==> config.mk <==
export PLATFORM = sky130hd
export DESIGN_NAME = outport_out_interface_serializer
export DESIGN_NICKNAME = d
export VERILOG_FILES = /design/src/rtl/outport_out_interface_serializer.sv
export SDC_FILE = /design/constraint.sdc
export NUM_CORES = 1
export LEC_CHECK = 0
export ABC_AREA = 1
export ABC_CLOCK_PERIOD_IN_PS = 3120
export BUFFER_PORTS_ARGS = -buffer_cell sky130_fd_sc_hd__buf_2
export CAP_MARGIN = 40
export CORE_UTILIZATION = 50
export DETAILED_ROUTE_END_ITERATION = 12
export GPL_TIMING_DRIVEN = 0
export PLACE_DENSITY_LB_ADDON = 0.3
export SYNTH_ARGS = -nofsm -noshare
export SYNTH_HDL_FRONTEND = slang
export SYNTH_SLANG_ARGS = --single-unit
==> constraint.sdc <==
create_clock -name clk -period 3.12 [get_ports clk]
set_input_delay 0.624 -clock clk [delete_from_list [all_inputs] [get_ports clk]]
set_output_delay 0.624 -clock clk [all_outputs]
set_load 0.01 [all_outputs]
==> src/rtl/outport_out_interface_serializer.sv <==
// Transmit side of a serial inter-router link: takes one parallel flit per
// handshake and shifts it out LSB first with first/last framing strobes.
module outport_out_interface_serializer #(
   parameter int flit_size                   = 8,
   parameter int floorplusone_log2_flit_size = 4
) (
   input  logic                                   clk,
   input  logic                                   rst,
   input  logic [flit_size-1:0]                   flit_in,
   input  logic                                   flit_valid,
   output logic                                   flit_ready,
   input  logic                                   flush,
   output logic                                   ser_out,
   output logic                                   ser_valid,
   input  logic                                   ser_ready,
   output logic                                   ser_first,
   output logic                                   ser_last,
   output logic [floorplusone_log2_flit_size-1:0] bit_cnt,
   output logic                                   busy
);

   localparam int CNT_W = floorplusone_log2_flit_size;
   localparam logic [CNT_W-1:0] LAST_CNT = CNT_W'(flit_size - 1);

   typedef enum logic {IDLE, SHIFT} state_t;

   state_t                 state_q, state_d;
   logic [flit_size-1:0]   shreg_q, shreg_d;
   logic [CNT_W-1:0]       cnt_q, cnt_d;

   always_ff @(posedge clk or posedge rst) begin
      if (rst) begin
         state_q <= IDLE;
         shreg_q <= '0;
         cnt_q   <= '0;
      end else begin
         state_q <= state_d;
         shreg_q <= shreg_d;
         cnt_q   <= cnt_d;
      end
   end

   always_comb begin
      state_d    = state_q;
      shreg_d    = shreg_q;
      cnt_d      = cnt_q;
      flit_ready = 1'b0;
      ser_valid  = 1'b0;
      ser_out    = 1'b0;
      ser_first  = 1'b0;
      ser_last   = 1'b0;
      busy       = 1'b0;

      case (state_q)
         IDLE: begin
            flit_ready = ~flush & ~rst;
            if (flit_valid && !flush) begin
               shreg_d = flit_in;
               cnt_d   = '0;
               state_d = SHIFT;
            end
         end
         SHIFT: begin
            ser_valid = 1'b1;
            ser_out   = shreg_q[0];
            busy      = 1'b1;
            ser_first = (cnt_q == '0);
            ser_last  = (cnt_q == LAST_CNT);
            if (ser_ready) begin
               if (cnt_q == LAST_CNT) begin
                  // Accepting on the last beat keeps consecutive flits bubble-free.
                  flit_ready = ~flush & ~rst;
                  cnt_d      = '0;
                  if (flit_valid) begin
                     shreg_d = flit_in;
                  end else begin
                     shreg_d = '0;
                     state_d = IDLE;
                  end
               end else begin
                  shreg_d = shreg_q >> 1;
                  cnt_d   = cnt_q + 1'b1;
               end
            end
         end
         default: state_d = IDLE;
      endcase

      // Abort wins over any load or shift decided above.
      if (flush) begin
         state_d = IDLE;
         shreg_d = '0;
         cnt_d   = '0;
      end
   end

   assign bit_cnt = cnt_q;

endmodule

* Yosys cells after proc, flatten, opt, wreduce, memory -nomap -nowiden
Index checks and enable logic that the tools add are counted.
Storage, ports and cells: input port bits 13, output and inout port bits 10, bits in registers 13, logic and storage cells 39
Cells by class: equal/unequal tests 3, reduce and logical (&&, ||, !) cells 4, bitwise operators 4, multiplexer cells 24, add/sub/neg operators 1
Operator list (number):
- $mux 8 | 5
- $mux 4 | 4
- $pmux 8 s2 | 1
- $mux 1 | 11
- $pmux 4 s2 | 1
- $ne 3x3->1 const B | 2
- $add 4x1->4 const B | 1
- $eq 4x3->1 const B | 1
- $logic_not 4->1 | 1
- $pmux 1 s2 | 2
- $not 1->1 | 3
- $reduce_and 2->1 | 1
- $and 1x1->1 | 1
- $logic_and 1x1->1 | 1
- $logic_not 1->1 | 1

* Longest topological paths before layout
Gate-level depths: netlist of the first run.
word-level depth 5, gate-level depth with buffers 8, depth with buffers taken out 8

* Worst setup path before layout of the first run
No wires, ideal clock.
path kind reg-to-output, start register cnt_q[1], in the netlist bit_cnt[1], end output port flit_ready, arrival 1.219 ns, path buffers 0, required time 2.496 ns, cell stages (with the launch flop) 8, setup slack 1.277 ns, cells stage by stage dfrtp_1 > ha_1 > nand2_2 > nor2_4 > inv_2 > o21ai_2 > nand2_1 > nor2_1
On the way: longest elaborated chain between the ends 4
RTL lines:
- start: declaration | RTL line 29 | logic [CNT_W-1:0] cnt_q, cnt_d;
- start signal: assignment | RTL line 39 | cnt_q <= cnt_d;
- $eq 4x3->1 | RTL line 70 | if (cnt_q == LAST_CNT) begin
- $mux 1 | RTL line 70
- $mux 1 | RTL line 69 | if (ser_ready) begin
- $pmux 1 s2 | RTL line 54 | case (state_q)
- end: declaration | RTL line 11 | output logic flit_ready,
Every way passes these cells.

* Final worst setup path of the first run
start register cnt_q[0], in the netlist bit_cnt[0], end output port flit_ready
Same word-level chain as after synthesis.

==> run summary, run 1 <==
The flow ran to the end, and the final reports show no timing, DRC or antenna violations. The logs give 13 for the count of clock tree sinks and 0 for the global-route congestion overflow total. The clock period could shrink to 2.24 ns. Detailed routing inserted a total of 756 vias.

In the final layout, the share of cells above drive strength 1 is 32.3%. After routing the design area is 963 um2. The worst hold path belongs to the class input pin to asynchronous set/reset pin. When the netlist entered floorplanning its net count stood at 122.

In this run the register-to-register setup slack is 1.79 ns. The number of buffers added on ports was 22; the number of distinct standard cells referenced by the synthesized netlist was 22. Measured along the y axis, the die boundary spans 42.2 um. The run gives 807 um2 as the post-synthesis instance area.

The post-CTS clock slew at the launch and capture registers of the worst setup and hold paths is 0.08 ns, and the floorplan core area is 0.00151 mm2. The run gives 673 as the number of global-route vias before repair. The worst setup path is captured at an output pin.

The tools report the total number of nets in the final design as 149. Dividing the detail-routed wire length by the instance count gives 12.1 um. The starting density of the core came out at 53.6%. The congestion estimate from routability-driven global placement came to 0.775. The share of synthesized flip-flops with an asynchronous set or reset came out at 100%. Number of endpoints with negative hold slack in the final report: 0.

The sequential cell area fraction in the yosys report is 40.3%. The first global-routing pass estimated 3.02 mm of wire. During synthesis, Yosys emitted a total of 0 warnings. In the post-synthesis netlist, the biggest area contributors are sky130_fd_sc_hd__dfrtp_1, sky130_fd_sc_hd__nand2_1, sky130_fd_sc_hd__nand3_1, sky130_fd_sc_hd__ha_1, sky130_fd_sc_hd__buf_6. The clock latency on the worst-skew pair came out at 0.29 ns. TritonCTS created 3 clock buffers. The total length of routed wires is 1.80 mm. The number of antenna violations at the first check in global routing is 0.

STA puts the critical path data required time at 2.50 ns. For this run, design rule violations remaining after detail routing come to 0. Number of cell instances on the worst register-to-register path: 8. Tracing the worst setup path back leads to its startpoint at bit_cnt[0]. The critical-path maximum fanout is 9.

The power density over cell area was 376 mW/mm2; the proportion of netlist area held by the largest area contributor was 40.3%. Global routing consumed, over all layers together, 23.4% of the routing resources. Setup repair after global routing left no endpoint under its margin.

In this run the post-CTS setup repair buffer count came out at 0. The number of cells produced by synthesis was 107; the peak supply drop was 0.000294 V. In this run the critical register-to-register path is launched from bit_cnt[0]. After layout, the worst setup slack is 0.875 ns.

Dividing the final minimum period by the clock period gives 72.0%. Count of pins over their slew limit: 0. For the pin with the worst max-slew slack, the measured transition is 0.500 ns.

TritonCTS built the clock tree. Entering global routing, the biggest net connects 14 pins. The run gives 2 as the number of buffers between clock root and the deepest sink. The biggest area contributor in the post-synthesis netlist is sky130_fd_sc_hd__dfrtp_1. The worst setup path is of the flip-flop to output pin kind. The run gives 9 as the count of routing violations after the opening detailed-route iteration. The pre-antenna-repair detailed-routing pass consisted of 5 iterations. For the worst setup path, the data arrival time is 1.62 ns. Launching element type of the critical path: a flip-flop.

In this run the critical register-to-register path is captured at shreg_q[3]. For the pre-CTS worst setup slack, the log shows 1.19 ns. The H-tree level count is 1. Measured against its own limit, the worst slew margin works out to 66.6%. The floorplan has 14 rows. The number of antenna cells inserted was 0. For this run, the top clock speed supported by timing is 445 MHz. The final-report setup violation count is 0, and the post-synthesis register bit count is 13. Once layout is complete, the cells apart from fillers number 149. The HPWL after detailed placement is 1.30 mm.

Compared with the post-synthesis result, the final layout area differs by 19.4%. Vias per cell: 5.07. Max-cap violations in this run came to 0.

The setup clock skew after layout was 0.0109 ns. The count of hold buffers inserted by post-cts repair is 0, and the die outline area is 0.00178 mm2. The tools report the root buffer selected by CTS as sky130_fd_sc_hd__clkbuf_4. Yosys mapped a number of flops with a built-in enable equal to 0. Pin placement for this block handled 23 I/O pins.

After layout, the design draws a total of 0.362 mW. The logs give 0 for the number of nets still failing antenna checks after routing and 0 for the quantity of gates resized following cts. After synthesis, the mean cell area works out to 7.54 um2. Including well taps, the total number of placed cells is 145. The tools report the setup TNS after final layout as 0 ns. Summed over all cells, the static leakage comes to 0.557 nW. The most used flip-flop cell after synthesis was sky130_fd_sc_hd__dfrtp_1. In this run the horizontal extent of the chip is 42.2 um. For the placement-stage cell area, the log shows 937 um2.
## final cells by class
| type | instances | area [um2] |
|---|---|---|
| sequential | 13 | 325 |
| fill | 147 | 543 |
| inverter | 10 | 37.5 |
| timing repair buffer | 22 | 110 |
| tap | 16 | 20.0 |
| multi-input combinational | 80 | 409 |
| clock buffer | 4 | 26.3 |
| buffer | 4 | 35.0 |
## worst max-delay path, cell delays in order, from the launching register on
cell	delay, ns
sky130_fd_sc_hd__dfrtp_1	0.42
sky130_fd_sc_hd__ha_1	0.23
sky130_fd_sc_hd__nand2_2	0.10
sky130_fd_sc_hd__nor2_4	0.11
sky130_fd_sc_hd__inv_2	0.09
sky130_fd_sc_hd__o21ai_2	0.13
sky130_fd_sc_hd__nand2_1	0.06
sky130_fd_sc_hd__nor2_1	0.07
sky130_fd_sc_hd__buf_2	0.13
## power breakdown
part,leakage (nW),switching [mW],internal [mW]
clock network,0.0150,0.0581,0.0498
registers,0.175,0.00638,0.178
logic,0.366,0.0427,0.0276
## through the flow
stage / util (%) / hold WS, ns
after detailed placement: 62.2 / 0.467
after global routing: 64.0 / 0.398
after global placement: 62.2 / 0.464
final: 64.0 / 0.352
after floorplan: - / 0.449
after CTS: 64.0 / 0.365
## Yosys cell counts, types with 2 or more instances
cell,n
sky130_fd_sc_hd__nor2_1,4
sky130_fd_sc_hd__o21ai_0,2
sky130_fd_sc_hd__inv_2,4
sky130_fd_sc_hd__nand3_1,10
sky130_fd_sc_hd__nand2_1,47
sky130_fd_sc_hd__buf_6,2
sky130_fd_sc_hd__dfrtp_1,13
sky130_fd_sc_hd__ha_1,2
sky130_fd_sc_hd__nand4_1,2
sky130_fd_sc_hd__nand3_2,2
sky130_fd_sc_hd__inv_1,6
sky130_fd_sc_hd__nand2_2,3
## how the worst max path moves through the flow
stage	end	slack, ns	depth (start not counted)
CTS	flit_ready	0.87	8
global placement	flit_ready	1.22	8
finish	flit_ready	0.88	8
detailed placement	flit_ready	1.19	8
floorplan	flit_ready	1.28	7
global route	flit_ready	0.72	8
## metal layers
layer / routed length, um / vias up / GRT usage, %
li1: - / 385 / -
met1: 802 / 338 / 29.4
met2: 839 / 24 / 34.5
met3: 97 / 9 / 8.62
met4: 59 / 0 / 13.1
met5: 0 / - / 0
## flip-flops by register name, indices dropped and copies added, names as in the netlist
register / flops
bit_cnt: 4
shreg_q: 8
state_q: 1
## cell families (layout without fill, tap and decap cells)
kind of cell | Yosys count | in the layout | synth area share [%]
compound gates | 6 | 6 | 7.44
xor+xnor | 1 | 1 | 1.09
fa+ha+maj | 2 | 2 | 3.10
buf+inv | 14 | 40 | 8.99
flops | 13 | 13 | 40.3
simple gates | 71 | 71 | 39.1
## layout by cell type (no fill, tap or decap)
cell type	synthesis	final
sky130_fd_sc_hd__a211oi_4	1	1
sky130_fd_sc_hd__a21oi_1	1	1
sky130_fd_sc_hd__buf_2	1	23
sky130_fd_sc_hd__buf_4	1	1
sky130_fd_sc_hd__buf_6	2	2
sky130_fd_sc_hd__clkbuf_1	0	1
sky130_fd_sc_hd__clkbuf_4	0	3
sky130_fd_sc_hd__dfrtp_1	13	13
sky130_fd_sc_hd__ha_1	2	2
sky130_fd_sc_hd__inv_1	6	6
sky130_fd_sc_hd__inv_2	4	4
sky130_fd_sc_hd__nand2_1	47	47
sky130_fd_sc_hd__nand2_2	3	3
sky130_fd_sc_hd__nand3_1	10	10
sky130_fd_sc_hd__nand3_2	2	2
sky130_fd_sc_hd__nand4_1	2	2
sky130_fd_sc_hd__nor2_1	4	4
sky130_fd_sc_hd__nor2_4	1	1
sky130_fd_sc_hd__nor3_1	1	1
sky130_fd_sc_hd__o21ai_0	2	2
sky130_fd_sc_hd__o21ai_2	1	1
sky130_fd_sc_hd__o21ai_4	1	1
sky130_fd_sc_hd__or2_2	1	1
sky130_fd_sc_hd__xor2_1	1	1
Power figures use the tool's default switching activity.
==> inputs of run 2 (changes only) <==
Settings changed: ABC_AREA 1 to 0, ABC_CLOCK_PERIOD_IN_PS 3120 to 1900, CORE_UTILIZATION 50 to 45.
Clock period 3.12 ns to 1.9 ns, I/O delays scaled along.
==> run 2 against run 1 <==
- critical path depth down 4
- setup slack worse by 0.79 ns
- synthesized cell count down 30%
- non-clock buffer count unchanged
- sequential share of layout area down 1.3 points
- count of clock-buffer cells in the layout unchanged
- critical path type unchanged
- critical endpoint is now ser_last
- largest cell class unchanged
- highest routed layer unchanged
==> run summary, run 2 <==
The run finished with clean final reports. In the layout the commonest cells are sky130_fd_sc_hd__buf_2, sky130_fd_sc_hd__dfrtp_1, sky130_fd_sc_hd__nor3b_1, sky130_fd_sc_hd__a221o_1, sky130_fd_sc_hd__and3_2. For the total of max-cap violations, the log shows 0.

The run gives 1.32 mm as the sum of net half-perimeters after detailed placement. The most used flip-flop cell after synthesis is sky130_fd_sc_hd__dfrtp_1. STA classifies the critical path startpoint as a flip-flop. sky130_fd_sc_hd__dfrtp_1 takes more of the synthesized area than any other cell.

In the final routed layout, each cell accounts on average for 15.0 um. The worst setup path is captured at an output pin. By startpoint and endpoint, the worst setup path is classified as flip-flop to output pin. The global-route congestion overflow total was 0. The total via count in the routed design was 708; the pre-CTS worst setup slack was 0.228 ns.

After synthesis, the largest family of logic cells by area is simple AND/OR/NAND/NOR gates. Summed over its instances, the top area cell type makes up 38.9% of the synthesized netlist area. Setup repair after global routing left no endpoint under its margin.

The floorplan step set the die width to 45.1 um. The floorplan step defined a die boundary enclosing 0.00203 mm2. The quantity of gates resized following cts was 2.

The longest clock path from root to sink contains 2 buffers. The root buffer selected by CTS is sky130_fd_sc_hd__clkbuf_4. The final layout contains 115 nets. The slew at the pin with the worst max-slew slack works out to 0.515 ns. For the data arrival time of the worst path, the log shows 1.43 ns. Entering global routing, the biggest net connects 14 pins. The logs give 0 for the residual DRC count and 0 for the number of endpoints with negative hold slack in the final report. The leakage dissipation came out at 0.510 nW. The startpoint identified for the worst register-to-register timing path is bit_cnt[1].

The completed layout was analyzed and its total power is 0.584 mW. In this run the standard cell core region covers 0.00173 mm2. The register with the most flip-flops in the layout has 8 of them. After clock tree synthesis, the flow added hold-fix buffers numbering 0.

The post-synthesis instance area was 836 um2. The count of pins over their slew limit was 0; the total instance count after detailed placement was 121. The endpoint identified for the worst register-to-register timing path is shreg_q[6]. Setup violations remaining at the end of the flow were counted as 0. The setup clock skew after layout came out at 0.00702 ns.

The final critical path time including I/O delays and setup is 1.81 ns, and the number of antenna cells inserted is 0. The total internal power is 0.422 mW, and the number of cells produced by synthesis is 75. The run gives 13 as the count of clock tree sinks. The starting density of the core was 48.4%.

The sequential cell area fraction in the yosys report came out at 38.9%. The number of enable flip-flop cells after synthesis was 0. Number of global-route vias before repair: 695. By count the netlist is led by sky130_fd_sc_hd__dfrtp_1, sky130_fd_sc_hd__a221o_1, sky130_fd_sc_hd__nor3b_1.

Based on the critical path, the design can be clocked at up to 551 MHz. The pre-antenna-repair detailed-routing pass consisted of 4 iterations. The number of different library cells used by synthesis comes to 35. Multiplexer share of the synthesized area: 3.44%.

Synthesis inferred 13 register bits. The critical-path maximum fanout was 6. The logs give 1.52 ns for the data required time at the worst endpoint and 177 for the number of inserted filler cells in the final layout.

The routability-driven placement congestion ratio came out at 0.743. The layout overhead on the synthesized area was 20.7%; the area fraction in and, or, nand and nor cells after synthesis was 31.1%. The number of warnings issued by yosys was 0. The number of clock buffers added by TritonCTS is 3.

Cells fill 58.4% of the core in the end. Registers are responsible for 51.6% of the overall power. TritonCTS built the clock tree. Setup slack on the worst reg-to-reg path comes out at 0.38 ns. For the worst flop-to-flop path, the logic depth is 4. The setup slack of the critical path after layout was 0.0863 ns; the ratio of final minimum period to clock period was 95.5%.

The adder and majority cell fraction of the synthesized area came out at 2.99%. Input and output buffers added on the ports amount to 21. For this run, the total global-route usage over all layers was measured as 22.9%.

Net switching is 27.7% of the power. The run gives 0 as the number of nets still failing antenna checks after routing. In this run the vertical extent of the chip is 45.1 um.

The H-tree level count is 1. Yosys instantiated no cell more often than sky130_fd_sc_hd__dfrtp_1. The run gives 3.26 mm as the global-route wire length before repair. In this run, the clock network consumes 29.9% of the power. Clock latency on the worst-skew pair: 0.28 ns.

The headroom to the max-slew limit is 65.5%, and the post-CTS clock slew at the launch and capture registers of the worst setup and hold paths is 0.08 ns. Counting every net in the synthesized netlist gives 90. VDD sags by at most 0.000443 V.

The power density over cell area is 579 mW/mm2, and the final standard cell count with taps included and fillers excluded is 124. The run gives 15 as the number of standard-cell rows in the floorplan. The synthesized netlist devotes 17.4% of its cell area to compound gates.

The tools report the number of antenna violations at the first check in global routing as 0. In the final layout, the multi-input gates occupy 472 um2. The count of routing violations after the opening detailed-route iteration is 13, and the sequential cell area is 328 um2.

The mean post-synth cell area was 11.1 um2. The tools report the launch point of the worst path as bit_cnt[0]. Vias per cell: 5.71.

Worst min-delay path category: input pin to asynchronous set/reset pin. By area the synthesized netlist is led by sky130_fd_sc_hd__dfrtp_1, sky130_fd_sc_hd__a221o_1, sky130_fd_sc_hd__nor3b_1, sky130_fd_sc_hd__and3_2, sky130_fd_sc_hd__ha_1. The share of layout cells above drive strength 1 is 44.4%, and the power spent charging and discharging nets is 0.162 mW.

For the total length of routed wires, the log shows 1.86 mm. In this run the post-CTS setup repair buffer count came out at 0. Of the total synthesized cell area, the portion taken by XOR and XNOR cells is 0%. The most frequent standard cell in the layout excluding fill and tap cells was sky130_fd_sc_hd__buf_2. Of all flip-flops after synthesis, the portion carrying an async set or reset was 100%. Adding up every negative setup slack in the final design gives 0 ns.

The logs give 18.5% for the part of the total power dissipated in combinational logic and 23 for the number of placed I/O pins. Ranked by flip-flop count, first place goes to shreg_q.
run 2: cell types whose count changed after synthesis, sizes merged, moves of 4 or more:
cell   change
and3       +7
nand2     -49
inv        -7
nor3b      +7
nand3     -11
o21ai      -4
a221o      +7
run 2: final cells by class:
type	count	share of cell area, %
inverter	3	1.12
multi-input combinational	53	46.8
timing repair buffer	21	10.4
sequential	13	32.5
buffer	5	3.47
clock buffer	4	2.61
tap	25	3.10
run 2: critical path: stages, from the launching register on:
cell and delay (ns):
sky130_fd_sc_hd__dfrtp_2 0.46, sky130_fd_sc_hd__ha_4 0.20, sky130_fd_sc_hd__and3b_2 0.23, sky130_fd_sc_hd__and2_1 0.15, sky130_fd_sc_hd__buf_2 0.13
run 2: worst max-delay path by stage:
stage | endpoint | depth (start not counted)
finish | ser_last | 4
global route | flit_ready | 4
CTS | flit_ready | 4
global placement | shreg_q[3] | 4
detailed placement | shreg_q[3] | 4
floorplan | flit_ready | 3
run 2: per-stage QoR:
| step | hold slack, ns | cell area (um2) |
|---|---|---|
| final | 0.115 | 1010 |
| after global routing | 0.156 | 1010 |
| after CTS | 0.138 | 1000 |
| after detailed placement | 0.452 | 972 |
| after global placement | 0.446 | 972 |
| after floorplan | 0.257 | 836 |
run 2: logic make-up (layout without fill, tap and decap cells):
logic type / after synthesis / in the layout
buffers and inverters: 9 / 33
AND/OR/NAND/NOR: 34 / 34
flip-flops: 13 / 13
multiplexers: 2 / 2
adder cells (fa/ha/maj): 2 / 2
AO/OA/AOI/OAI: 15 / 15
run 2: power groups by stage:
stage	clock (mW)	combinational [mW]	sequential, mW
6_report	0.175	0.108	0.302
5_1_grt	0.198	0.120	0.303
4_1_cts	0.184	0.111	0.300
3_5_place_dp	0	0.110	0.306
3_3_place_gp	0	0.108	0.304
2_1_floorplan	0	0.0709	0.304
run 2: per-layer routing:
layer	track usage, %	vias to the layer above	share of wire, %
met4	7.88	0	1.3
met3	6.40	4	5.4
met2	35.7	26	47
li1	-	338	-
met5	0	-	0
met1	30.5	340	46
==> inputs of run 3 (changes only) <==
Settings changed: CORE_UTILIZATION 45 to 48, CTS_BUF_LIST set to sky130_fd_sc_hd__clkbuf_2 sky130_fd_sc_hd__clkbuf_4 sky130_fd_sc_hd__clkbuf_8.
==> run 3 against run 2 <==
- sequential share of layout area is 0.12 points lower
- worst hold slack worse by 0.0088 ns
- via count is 0.42% higher
- clock skew is 0.0029 ns higher
- the flow now finishes with violations (design-rule violations)
- flip-flop and latch count stayed put
- die area is 6.0% lower
- wire length is 0.48% lower
- maximum frequency is 0.94% lower
- combinational power is 4% higher
- utilization is 6.5 points higher
- count of clock-buffer cells in the layout is 1 lower
==> run summary, run 3 (same netlist as run 2, synthesis figures left out) <==
For the number of antenna cells inserted, the log shows 0. Setup repair after global routing left no endpoint under its margin. Clock skew on the completed layout was measured at 0.00996 ns. Entering global routing, the biggest net connects 14 pins. The vertical die dimension came out at 43.7 um. Data on the critical path arrives at its endpoint at 1.45 ns. The register with the most flip-flops was shreg_q. The worst setup path is launched from a flip-flop. For this block, the initial DRC count from the detailed router was 10. The logs give 0.800 for the routability-driven placement congestion ratio and 0.38 ns for the register-to-register setup slack. In this run the worst path has a maximum fanout of 6. The clock latency on the worst-skew pair is 0.29 ns, and the count of pins over their slew limit is 0. The tools report the number of standard-cell rows in the floorplan as 14. The final reports fail on design-rule violations. Final-report setup violation count: 0.

The library cells used most frequently in the layout, excluding fill and tap cells, are sky130_fd_sc_hd__buf_2, sky130_fd_sc_hd__dfrtp_1, sky130_fd_sc_hd__nor3b_1, sky130_fd_sc_hd__a221o_1, sky130_fd_sc_hd__and3_2. Summing all placed instances gives a cell area of 961 um2. Number of endpoints with negative hold slack in the final report: 0. The tightest min-delay check is of the input pin to asynchronous set/reset pin type. No sink is reached through more buffers than the 2 on the longest clock path. Data required time at the worst endpoint: 1.52 ns.

For the headroom to the max-slew limit, the log shows 66.5%. The startpoint identified for the worst register-to-register timing path is bit_cnt[0]. The run gives 13 as the count of clock tree sinks. Layout overhead on the synthesized area: 21.1%.

The leakage dissipation is 0.519 nW, and the width of the chip is 43.7 um. The post-route netlist has 47.0% of its cells at a drive strength greater than 1. The residual DRC count is 3. The most frequent standard cell in the layout excluding fill and tap cells is sky130_fd_sc_hd__buf_2. The number of cell instances on the worst register-to-register path works out to 4. The nature of the critical path endpoint is an output pin.

The final layout contains routed wiring with a total length of 1.85 mm. The power density over cell area is 586 mW/mm2, and the slew at the pin with the worst max-slew slack is 0.503 ns. The number of antenna violations at the first check in global routing came out at 0. Walking the worst path, the cells encountered are ha_4 -> nand4b_1 -> a211oi_1 -> buf_2. The flow ran to the end, but the final reports show violations. The number of flip-flops in the largest register came out at 8. The starting density of the core came out at 53.6%. Measured on the finished design, the core utilization comes to 64.9%. The sum of net half-perimeters after detailed placement was 1.33 mm; the post-CTS clock slew at the launch and capture registers of the worst setup and hold paths was 0.09 ns. The total global-route track usage is 23.0%.

Critical setup path kind: flip-flop to output pin. The longest individual stage delay on the worst path is 0.44 ns, and the number of buffers added on ports is 21. For this design, the slowest cell found on the critical path is sky130_fd_sc_hd__dfrtp_2. Summing all non-filler instances in the final layout gives an area of 0.00101 mm2.

The first global-routing pass estimated 3.13 mm of wire. The final critical path time including I/O delays and setup is 1.83 ns, and the peak supply drop is 0.000405 V. For this block, the via count after detailed routing is 711. TritonCTS built the clock tree. The run gives 676 as the number of global-route vias before repair.

Timing analysis after detailed placement gives a worst setup slack of 0.223 ns. The tools report the root buffer selected by CTS as sky130_fd_sc_hd__clkbuf_4. Dividing the final minimum period by the clock period gives 96.4%. The H-tree level count is 1.

The worst register-to-register path ends at shreg_q[3]. Overall power consumption after layout is estimated at 0.594 mW. The floorplan step defined a die boundary enclosing 0.00191 mm2. The vias per cell is 6.13, and the TritonCTS buffer count is 3. Hold is met by 0.107 ns. Max-cap violations in this run came to 0. The total instance count after detailed placement is 112. Static timing analysis puts the maximum clock frequency at 546 MHz. Once routing completed, OpenROAD measured the worst setup slack at 0.0691 ns. For the floorplan core area, the log shows 0.00156 mm2. Summed over all layers, the global routing overflow is 0. For the number of nets still failing antenna checks after routing, the log shows 0. After the flow finishes, the layout carries non-filler instances totaling 116. The first detailed-routing pass ran for 8 iterations.

After routing, the total negative slack on setup checks comes to 0 ns. The net count of the finished layout is 116. Final routed wire length divided by cell count: 15.9 um.

Pin placement for this block handled 23 I/O pins.
==> run 3: cell type report <==
class | count | area, um2
fillers | 131 | 547
multi-input cells | 53 | 478
flip-flops and latches | 13 | 328
repair buffers | 22 | 113
plain buffers | 5 | 35.0
clock buffers | 3 | 22.5
well taps | 16 | 20.0
inverters | 3 | 11.3
clock inverters | 1 | 5.00
==> run 3: where the power goes <==
group	internal, mW	switching (mW)	total (mW)	leakage, nW
clock	0.0784	0.102	0.181	0.0177
sequential	0.291	0.00943	0.301	0.173
combinational	0.0521	0.0602	0.112	0.328
==> run 3: metal layers <==
layer | vias up | GRT usage, % | wire length [um]
met1 | 346 | 31.2 | 893
met3 | 5 | 2.50 | 77
met4 | 0 | 13.1 | 47
met2 | 22 | 35.5 | 828
met5 | - | 0 | 0
li1 | 338 | - | -
==> run 3: timing repair <==
action	in CTS	in global routing
hold buffers	0	0
gates resized for setup	3	2
setup endpoints to repair	3	3
setup buffers	1	0
==> run 3: worst max-delay path by stage <==
stage | from | to | cells past startpoint | slack [ns]
2_1_floorplan | bit_cnt[0] | flit_ready | 3 | 0.28
3_3_place_gp | bit_cnt[0] | flit_ready | 4 | 0.25
3_5_place_dp | bit_cnt[0] | flit_ready | 4 | 0.22
4_1_cts | bit_cnt[0] | flit_ready | 4 | 0.003
5_1_grt | bit_cnt[0] | ser_last | 4 | 0.02
6_report | bit_cnt[0] | flit_ready | 4 | 0.07
==> run 3: critical path: cells and delay by family (launching register included) <==
kind	cells	cell delay (ns)
flops	1	0.44
compound gates	1	0.23
simple gates	1	0.13
fa+ha+maj	1	0.20
buf+inv	1	0.16
